===== config.mk =====
export PLATFORM = sky130hd
export DESIGN_NAME = commit_stage
export DESIGN_NICKNAME = d
export VERILOG_FILES = /design/src/rtl/commit_stage_pkg.sv /design/src/rtl/commit_stage_watchdog.sv /design/src/rtl/commit_stage.sv
export SDC_FILE = /design/constraint.sdc
export NUM_CORES = 1
export LEC_CHECK = 0
export BUFFER_PORTS_ARGS = -buffer_cell sky130_fd_sc_hd__buf_2
export CORE_AREA = 8 8 254 158
export CTS_CLUSTER_DIAMETER = 120
export CTS_CLUSTER_SIZE = 40
export DETAILED_ROUTE_END_ITERATION = 8
export DIE_AREA = 0 0 262 166
export PLACE_DENSITY = 0.78
export SLEW_MARGIN = 0
export SYNTH_ARGS = -nofsm -noshare
export SYNTH_HDL_FRONTEND = slang
export SYNTH_SLANG_ARGS = --single-unit
export TNS_END_PERCENT = 30

===== constraint.sdc =====
create_clock -name clk_i -period 3.35 [get_ports clk_i]
set_input_delay 0.5025 -clock clk_i [delete_from_list [all_inputs] [get_ports clk_i]]
set_output_delay 0.5025 -clock clk_i [all_outputs]
set_load 0.01 [all_outputs]

===== src/rtl/commit_stage_pkg.sv =====
// Shared constants and state encoding for the commit stage and its watchdog.
package commit_stage_pkg;

  localparam logic [63:0] PC_START    = 64'h8000_0000;
  localparam logic [6:0]  TRAP_OPCODE = 7'h6b;
  localparam logic [31:0] PUTCH_INST  = 32'h0000_0007;

  typedef enum logic {
    RUN  = 1'b0,
    HALT = 1'b1
  } state_e;

  // The pipeline presents pc==PC_START with a zero word while it is still filling.
  function automatic logic is_bubble(input logic [63:0] pc, input logic [31:0] inst);
    return (pc == PC_START) && (inst == 32'h0);
  endfunction

endpackage


===== src/rtl/commit_stage_watchdog.sv =====
// No-retire watchdog: counts RUN cycles without a retire; WDOG_CYCLES==0 never expires.
module commit_watchdog #(
  parameter logic [31:0] WDOG_CYCLES = 32'd65536
) (
  input  logic clk_i,
  input  logic rst_i,
  input  logic run_i,
  input  logic clear_i,
  output logic expire_o
);

  logic [31:0] count_q, count_d;

  always_comb begin
    count_d = count_q;
    if (run_i) begin
      count_d = clear_i ? 32'd0 : count_q + 32'd1;
    end
  end

  always_ff @(posedge clk_i) begin
    if (rst_i) count_q <= 32'd0;
    else       count_q <= count_d;
  end

  // A retire in the expiry cycle clears the count and suppresses the timeout.
  assign expire_o = (WDOG_CYCLES != 32'd0) && run_i && !clear_i &&
                    (count_q == WDOG_CYCLES - 32'd1);

endmodule


===== src/rtl/commit_stage.sv =====
// Commit/retire stage: registers retired instructions for difftest, detects trap and
// watchdog halt, keeps cycle/instruction counters. Optional putch output: COMMIT_PUTCH_EN.
module commit_stage
  import commit_stage_pkg::*;
#(
  parameter logic [31:0] WDOG_CYCLES = 32'd65536,
  parameter logic [7:0]  WDOG_CODE   = 8'hff
) (
  input  logic        clk_i,
  input  logic        rst_i,
  input  logic        retire_i,
  input  logic [63:0] pc_i,
  input  logic [31:0] inst_i,
  input  logic        rd_wen_i,
  input  logic [4:0]  rd_i,
  input  logic [63:0] rd_wdata_i,
  input  logic        skip_i,
  input  logic [63:0] a0_i,
  output logic        cmt_valid_o,
  output logic [63:0] cmt_pc_o,
  output logic [31:0] cmt_inst_o,
  output logic        cmt_skip_o,
  output logic        cmt_wen_o,
  output logic [7:0]  cmt_wdest_o,
  output logic [63:0] cmt_wdata_o,
  output logic        trap_valid_o,
  output logic [7:0]  trap_code_o,
  output logic [63:0] cycle_cnt_o,
  output logic [63:0] instr_cnt_o,
  output logic        uart_out_valid_o,
  output logic [7:0]  uart_out_ch_o
);

  state_e      state_q, state_d;
  logic [7:0]  trap_code_q, trap_code_d;
  logic        cmt_valid_q;
  logic [63:0] cmt_pc_q;
  logic [31:0] cmt_inst_q;
  logic        cmt_skip_q;
  logic        cmt_wen_q;
  logic [4:0]  cmt_rd_q;
  logic [63:0] cmt_wdata_q;
  logic [63:0] cycle_cnt_q;
  logic [63:0] instr_cnt_q;

  logic run;
  logic acc;
  logic trap_hit;
  logic wdog_expire;

  logic unused_a0_hi;
  assign unused_a0_hi = ^a0_i[63:8];

  assign run      = (state_q == RUN);
  assign acc      = retire_i && run && !is_bubble(pc_i, inst_i);
  assign trap_hit = acc && (inst_i[6:0] == TRAP_OPCODE);

  commit_watchdog #(
    .WDOG_CYCLES(WDOG_CYCLES)
  ) u_wdog (
    .clk_i   (clk_i),
    .rst_i   (rst_i),
    .run_i   (run),
    .clear_i (acc),
    .expire_o(wdog_expire)
  );

  always_comb begin
    state_d     = state_q;
    trap_code_d = trap_code_q;
    unique case (state_q)
      RUN: begin
        if (trap_hit) begin
          state_d     = HALT;
          trap_code_d = a0_i[7:0];
        end else if (wdog_expire) begin
          state_d     = HALT;
          trap_code_d = WDOG_CODE;
        end
      end
      HALT: state_d = HALT;
      default: state_d = RUN;
    endcase
  end

  always_ff @(posedge clk_i) begin
    if (rst_i) begin
      state_q     <= RUN;
      trap_code_q <= 8'h0;
    end else begin
      state_q     <= state_d;
      trap_code_q <= trap_code_d;
    end
  end

  always_ff @(posedge clk_i) begin
    if (rst_i) begin
      cmt_valid_q <= 1'b0;
      cmt_pc_q    <= 64'h0;
      cmt_inst_q  <= 32'h0;
      cmt_skip_q  <= 1'b0;
      cmt_wen_q   <= 1'b0;
      cmt_rd_q    <= 5'h0;
      cmt_wdata_q <= 64'h0;
      cycle_cnt_q <= 64'h0;
      instr_cnt_q <= 64'h0;
    end else begin
      cmt_valid_q <= acc;
      if (acc) begin
        cmt_pc_q    <= pc_i;
        cmt_inst_q  <= inst_i;
        cmt_skip_q  <= skip_i;
        cmt_wen_q   <= rd_wen_i && (rd_i != 5'd0);
        cmt_rd_q    <= rd_i;
        cmt_wdata_q <= rd_wdata_i;
        instr_cnt_q <= instr_cnt_q + 64'd1;
      end
      if (run) cycle_cnt_q <= cycle_cnt_q + 64'd1;
    end
  end

`ifdef COMMIT_PUTCH_EN
  logic       uart_valid_q;
  logic [7:0] uart_ch_q;

  always_ff @(posedge clk_i) begin
    if (rst_i) begin
      uart_valid_q <= 1'b0;
      uart_ch_q    <= 8'h0;
    end else begin
      uart_valid_q <= acc && (inst_i == PUTCH_INST);
      if (acc && (inst_i == PUTCH_INST)) uart_ch_q <= a0_i[7:0];
    end
  end

  assign uart_out_valid_o = uart_valid_q;
  assign uart_out_ch_o    = uart_ch_q;
`else
  assign uart_out_valid_o = 1'b0;
  assign uart_out_ch_o    = 8'h0;
`endif

  assign cmt_valid_o  = cmt_valid_q;
  assign cmt_pc_o     = cmt_pc_q;
  assign cmt_inst_o   = cmt_inst_q;
  assign cmt_skip_o   = cmt_skip_q;
  assign cmt_wen_o    = cmt_wen_q;
  assign cmt_wdest_o  = {3'b000, cmt_rd_q};
  assign cmt_wdata_o  = cmt_wdata_q;
  assign trap_valid_o = (state_q == HALT);
  assign trap_code_o  = trap_code_q;
  assign cycle_cnt_o  = cycle_cnt_q;
  assign instr_cnt_o  = instr_cnt_q;

endmodule


* Word level (Yosys, flattened, before mapping)
Index checks and enable logic that the tools add are counted.
** Word-level totals
- Output and inout port bits :: 317
- Flip-flop bits (word level) :: 337
- Bits of input ports :: 234
** Cells by class
- Reductions and logical operators :: 13
- Bitwise gates (word level) :: 1
- $add $sub $neg :: 3
- Mux-type cells :: 6
- Eq/ne operators :: 3
** Operators by type and width (count)
- adder 64 x 1 -> 64 bit (second input constant) :: 2
- == test 64 x 32 -> 1 bit (second input constant) :: 1
- adder 32 x 1 -> 32 bit (second input constant) :: 1
- == test 32 x 16 -> 1 bit (second input constant) :: 1
- zero test 32 bit :: 1
- 2-to-1 mux 32 bit :: 1
- 2-to-1 mux 8 bit :: 2
- == test 7 bit (second input constant) :: 1
- logical AND 1 bit :: 7
- nonzero test 5 bit :: 1
- zero test 1 bit :: 2
- 2-to-1 mux 1 bit :: 2
- one-hot mux 1 bit (2 select lines) :: 1
- AND reduction 2 bit :: 1
- nonzero test 2 bit :: 1
- inverter 1 bit :: 1

* Longest topological paths before layout
- Word-level depth :: 10
- Gate-level depth with buffers :: 9
- Gate-level depth less buffers :: 7

* Cells and area by module
From an unflattened synthesis, not the netlist that was laid out.
** Unflattened totals
- Cell total of the unflattened synthesis :: 1750
- Area, all modules :: 14383.8 sq um
** Modules (own cells, without submodules)
- commit_stage :: area an instance 12698.4 sq um, times used 1, sequential area each 6105.9 sq um, cells an instance 1543
- commit_watchdog :: area an instance 1685.4 sq um, times used 1, sequential area each 640.6 sq um, cells an instance 207

* Worst setup path after synthesis
OpenSTA, ideal clock, no wires.
- Path type :: input port to flip-flop
- From :: input pc_i[32]
- To :: register cmt_rd_q[3]
- Setup time :: 0.142 ns
- Slack :: 0.937 ns
- Stages :: 8
- Data arrival time :: 2.271 ns
- Buffers on the path :: 2
- Cell sequence :: nor4b_1 -> nand4_1 -> nor4_2 -> a21oi_1 -> clkbuf_1 -> clkbuf_1 -> nand2_1 -> a21oi_2
** Between the ends
- Word-level cells in the longest chain between the ends :: 4
** Ends and longest elaborated chain
- start, declared :: RTL line commit_stage.sv:12 : input logic [63:0] pc_i,
- == test 64 x 32 -> 1 bit :: RTL line commit_stage_pkg.sv:15 : return (pc == PC_START) && (inst == 32'h0);
- logical AND 1 bit :: RTL line commit_stage_pkg.sv:15
- zero test 1 bit :: RTL line commit_stage.sv:55 : assign acc = retire_i && run && !is_bubble(pc_i, inst_i);
- logical AND 1 bit :: RTL line commit_stage.sv:55
- end signal, assigned :: RTL line commit_stage.sv:114 : cmt_rd_q <= rd_i;
- end, declared :: RTL line commit_stage.sv:41 : logic [4:0] cmt_rd_q;
No other way between the ends.
A chain may end at the register's enable or synchronous reset.

* Final worst setup path
- From :: register instr_cnt_q[2], in the netlist instr_cnt_o[2]
- To :: register instr_cnt_q[56], in the netlist instr_cnt_o[56]
** Between the ends
- Word-level cells in the longest chain between the ends :: 1
** Ends and longest elaborated chain
- start, declared :: RTL line commit_stage.sv:44 : logic [63:0] instr_cnt_q;
- start signal, assigned :: RTL line commit_stage.sv:116 : instr_cnt_q <= instr_cnt_q + 64'd1;
- adder 64 x 1 -> 64 bit :: RTL line commit_stage.sv:116
No other way between the ends.

==> results.md <==
- Worst path cell trace: nand4_2 -> nor3_2 -> nand4_1 -> a211o_1 -> or4_1 -> a21oi_1
- Max transition margin: 0.4537
- Hold_buf cts: 0
- WL/cell: 19.22 um
- Resized Gates After CTS: 0
- CP Launch Type: flop
- Critical Path Sink Type: flop
- Hold slack: 0.1815 ns
- Initial antenna violation count: 7
- Fin Setup TNS: 0 ns
- Routed Antenna Nets: 0
- Clk_skew: 0.04225 ns
- Cell variety after synth: 60
- Vias: 14293
- Via-to-Cell Ratio: 5.323
- Seq/Total Area, Yosys: 0.4689
- Fin cells: 2685
- Mapped cell area: 14390 sq um
- # DRC: 0
- Fill cell total of the finished layout: 3521
- Asr flop ratio synth: 0
- CTS sink count: 337
- Cell Area, Placed: 17360 sq um
- Initial detailed-routing violation count: 1204
- First-pass GRT wire length: 76.85 mm
- Die ar.: 43490 sq um
- RSZ-0062 raised after global routing: no
- 1st-pass router iterations: 5
- Commonest non-fill, non-tap cell in the layout: buf_2
- DP Cell Count: 2663
- Highest routed layer: met4
- Starting Density: 0.3916
- TritonCTS clock tree: built
- Worst-Margin Slew: 0.8194 ns
- Hold WC Path Type: input pin to flop
- Post-detail-place hpwl: 40.33 mm
- Final Hold Fails: 0
- Gr usage total: 0.2194
- Met2 WL post-DR: 24.01 mm
- Ratio of cells with drive above 1 in the final layout: 0.2745
- Synth Register Bits: 337
- Final #Nets: 2430
- Global route overflow: 0
- Max Fanout on Critical Path: 8
- Worst Path Required: 3.80 ns
- R2R cell count: 6
- Cells after Synth: 1740
- Critical Path Max Stage Delay: 0.52 ns
- Die X: 262 um
- Max-slew violations: 0
- Met1 WL: 21.20 mm
- FP Rows: 55
- Hold Path Depth: 3
- Worst skew pair latency: 0.53 ns
- Setup bufs post-CTS: 0
- Root Buffer: clkbuf_16
- Vias in the first global route: 13228
- H-Tree Depth: 1
- Leak: 7.398 nW
- Clock buffer depth: 3
- Max rail drop VDD: 0.0003196 V
- Maxcap violations: 0
- Synthesized area per cell: 8.269 sq um
- YS warnings: 0
- Fin crit period: 2.674 ns
- Commonest non-fill, non-tap cells in the layout: 481 x buf_2, 386 x nand2_1, 337 x dfxtp_1
- Port Buffer Count: 482
- Largest net degree at the start of global routing: 127
- CP Class: flop to flop
- Total power: 6.944 mW
- Core area: 36750 sq um
- Fin area: 17730 sq um
- Vert. Die Dim: 166 um
- Main synth FF type: dfxtp_1
- EDFF count, synth: 0
- GPL Wtd Cong: 0.9265
- Final Cycle Share: 0.7983
- Finish-stage setup viols: 0
- CTS buffer count: 12
- Drt total wl: 51.60 mm
- Met3 Wirelength: 4.670 mm
- Pwr/cell area: 391.6 nW/um^2
- Clock Pin Slew Worst Setup and Hold Paths: 0.15 ns
- Worst Path Arrival: 3.13 ns
- Outcome: completed
- Fmax: 0.3739 GHz
- Top Ports: 551
- Synth-to-layout area growth: 23.23%
- CP max-delay cell: nor3_2
[cell type report]
type,instances,area (sq um),area share
diodes,8,20.02,0.001129
clock buffers,13,325.3,0.01835
clock inverters,1,30.03,0.001694
inverters,30,112.6,0.006351
multi-input cells,1283,7015,0.3957
flip-flops and latches,337,6746,0.3805
well taps,484,605.6,0.03415
repair buffers,529,2875,0.1622
[worst max-delay path: cells and delay by family, from the launching register on]
family	cells	cell delay [ns]
AO/OA/AOI/OAI	2	0.53
flip-flops	1	0.48
AND/OR/NAND/NOR	4	1.59
[final timing paths]
kind                        from              end  slack (ns)
hold / removal    rd_wdata_i[51]  cmt_wdata_o[51]        0.18
setup reg to reg  instr_cnt_o[2]  instr_cnt_o[56]        0.68
setup / recovery  instr_cnt_o[2]  instr_cnt_o[56]        0.68
hold reg to reg   cmt_wdata_o[0]   cmt_wdata_o[0]        0.46
[kinds of logic (layout without fill, tap and decap cells)]
logic type	Yosys count	count (layout)	share of synthesized area
multiplexers	8	8	0.006087
adder cells (fa/ha/maj)	3	3	0.002609
other	1	20	0.0002606
flip-flops	337	337	0.4689
AND/OR/NAND/NOR	853	853	0.2873
AO/OA/AOI/OAI	307	307	0.1257
buffers and inverters	131	573	0.04835
XOR/XNOR	100	100	0.06087
[Yosys cell counts (17+ instances only)]
library cell / instances / area [sq um]
xor2_1: 35 / 306.5
a21oi_1: 211 / 1056
xnor2_1: 65 / 569.3
nor2_1: 159 / 596.8
nand2_1: 386 / 1449
o21ai_0: 25 / 125.1
clkbuf_1: 53 / 198.9
nand3_1: 41 / 205.2
or4_1: 17 / 127.6
dfxtp_1: 337 / 6746
inv_1: 30 / 112.6
or3_1: 26 / 162.7
nor4_1: 59 / 369.1
nand4_1: 52 / 325.3
[sequential cells by signal, summed over array words and instances, names as in the netlist]
name	count
u_wdog.count_q	32
cmt_valid_o	1
cmt_skip_o	1
cmt_inst_o	32
cmt_pc_o	64
trap_code_o	8
cmt_wen_o	1
cycle_cnt_o	64
cmt_rd_q	5
instr_cnt_o	64
cmt_wdata_o	64
trap_valid_o	1
[power breakdown]
| part | switching (mW) | internal [mW] | leakage (nW) | total [mW] |
|---|---|---|---|---|
| Combinational | 0.479 | 0.282 | 4.48 | 0.761 |
| Clock | 1.26 | 0.725 | 0.172 | 1.99 |
| Sequential | 0.0650 | 4.13 | 2.75 | 4.20 |
| Total | 1.81 | 5.14 | 7.40 | 6.94 |
[through the flow]
stage / util / setup slack, ns
finish: 0.4825 / 0.6756
global route: 0.4824 / 0.3747
CTS: 0.4820 / 0.6899
detailed placement: 0.4723 / 0.3200
global placement: 0.4723 / 0.3962
floorplan: - / 0.9369
[metal layers]
layer,up-vias,GRT usage
met3,85,0.04826
met2,591,0.3610
met4,0,0.07160
li1,6865,-
met5,-,0
met1,6752,0.2829
(Power assumes the default switching activity.)
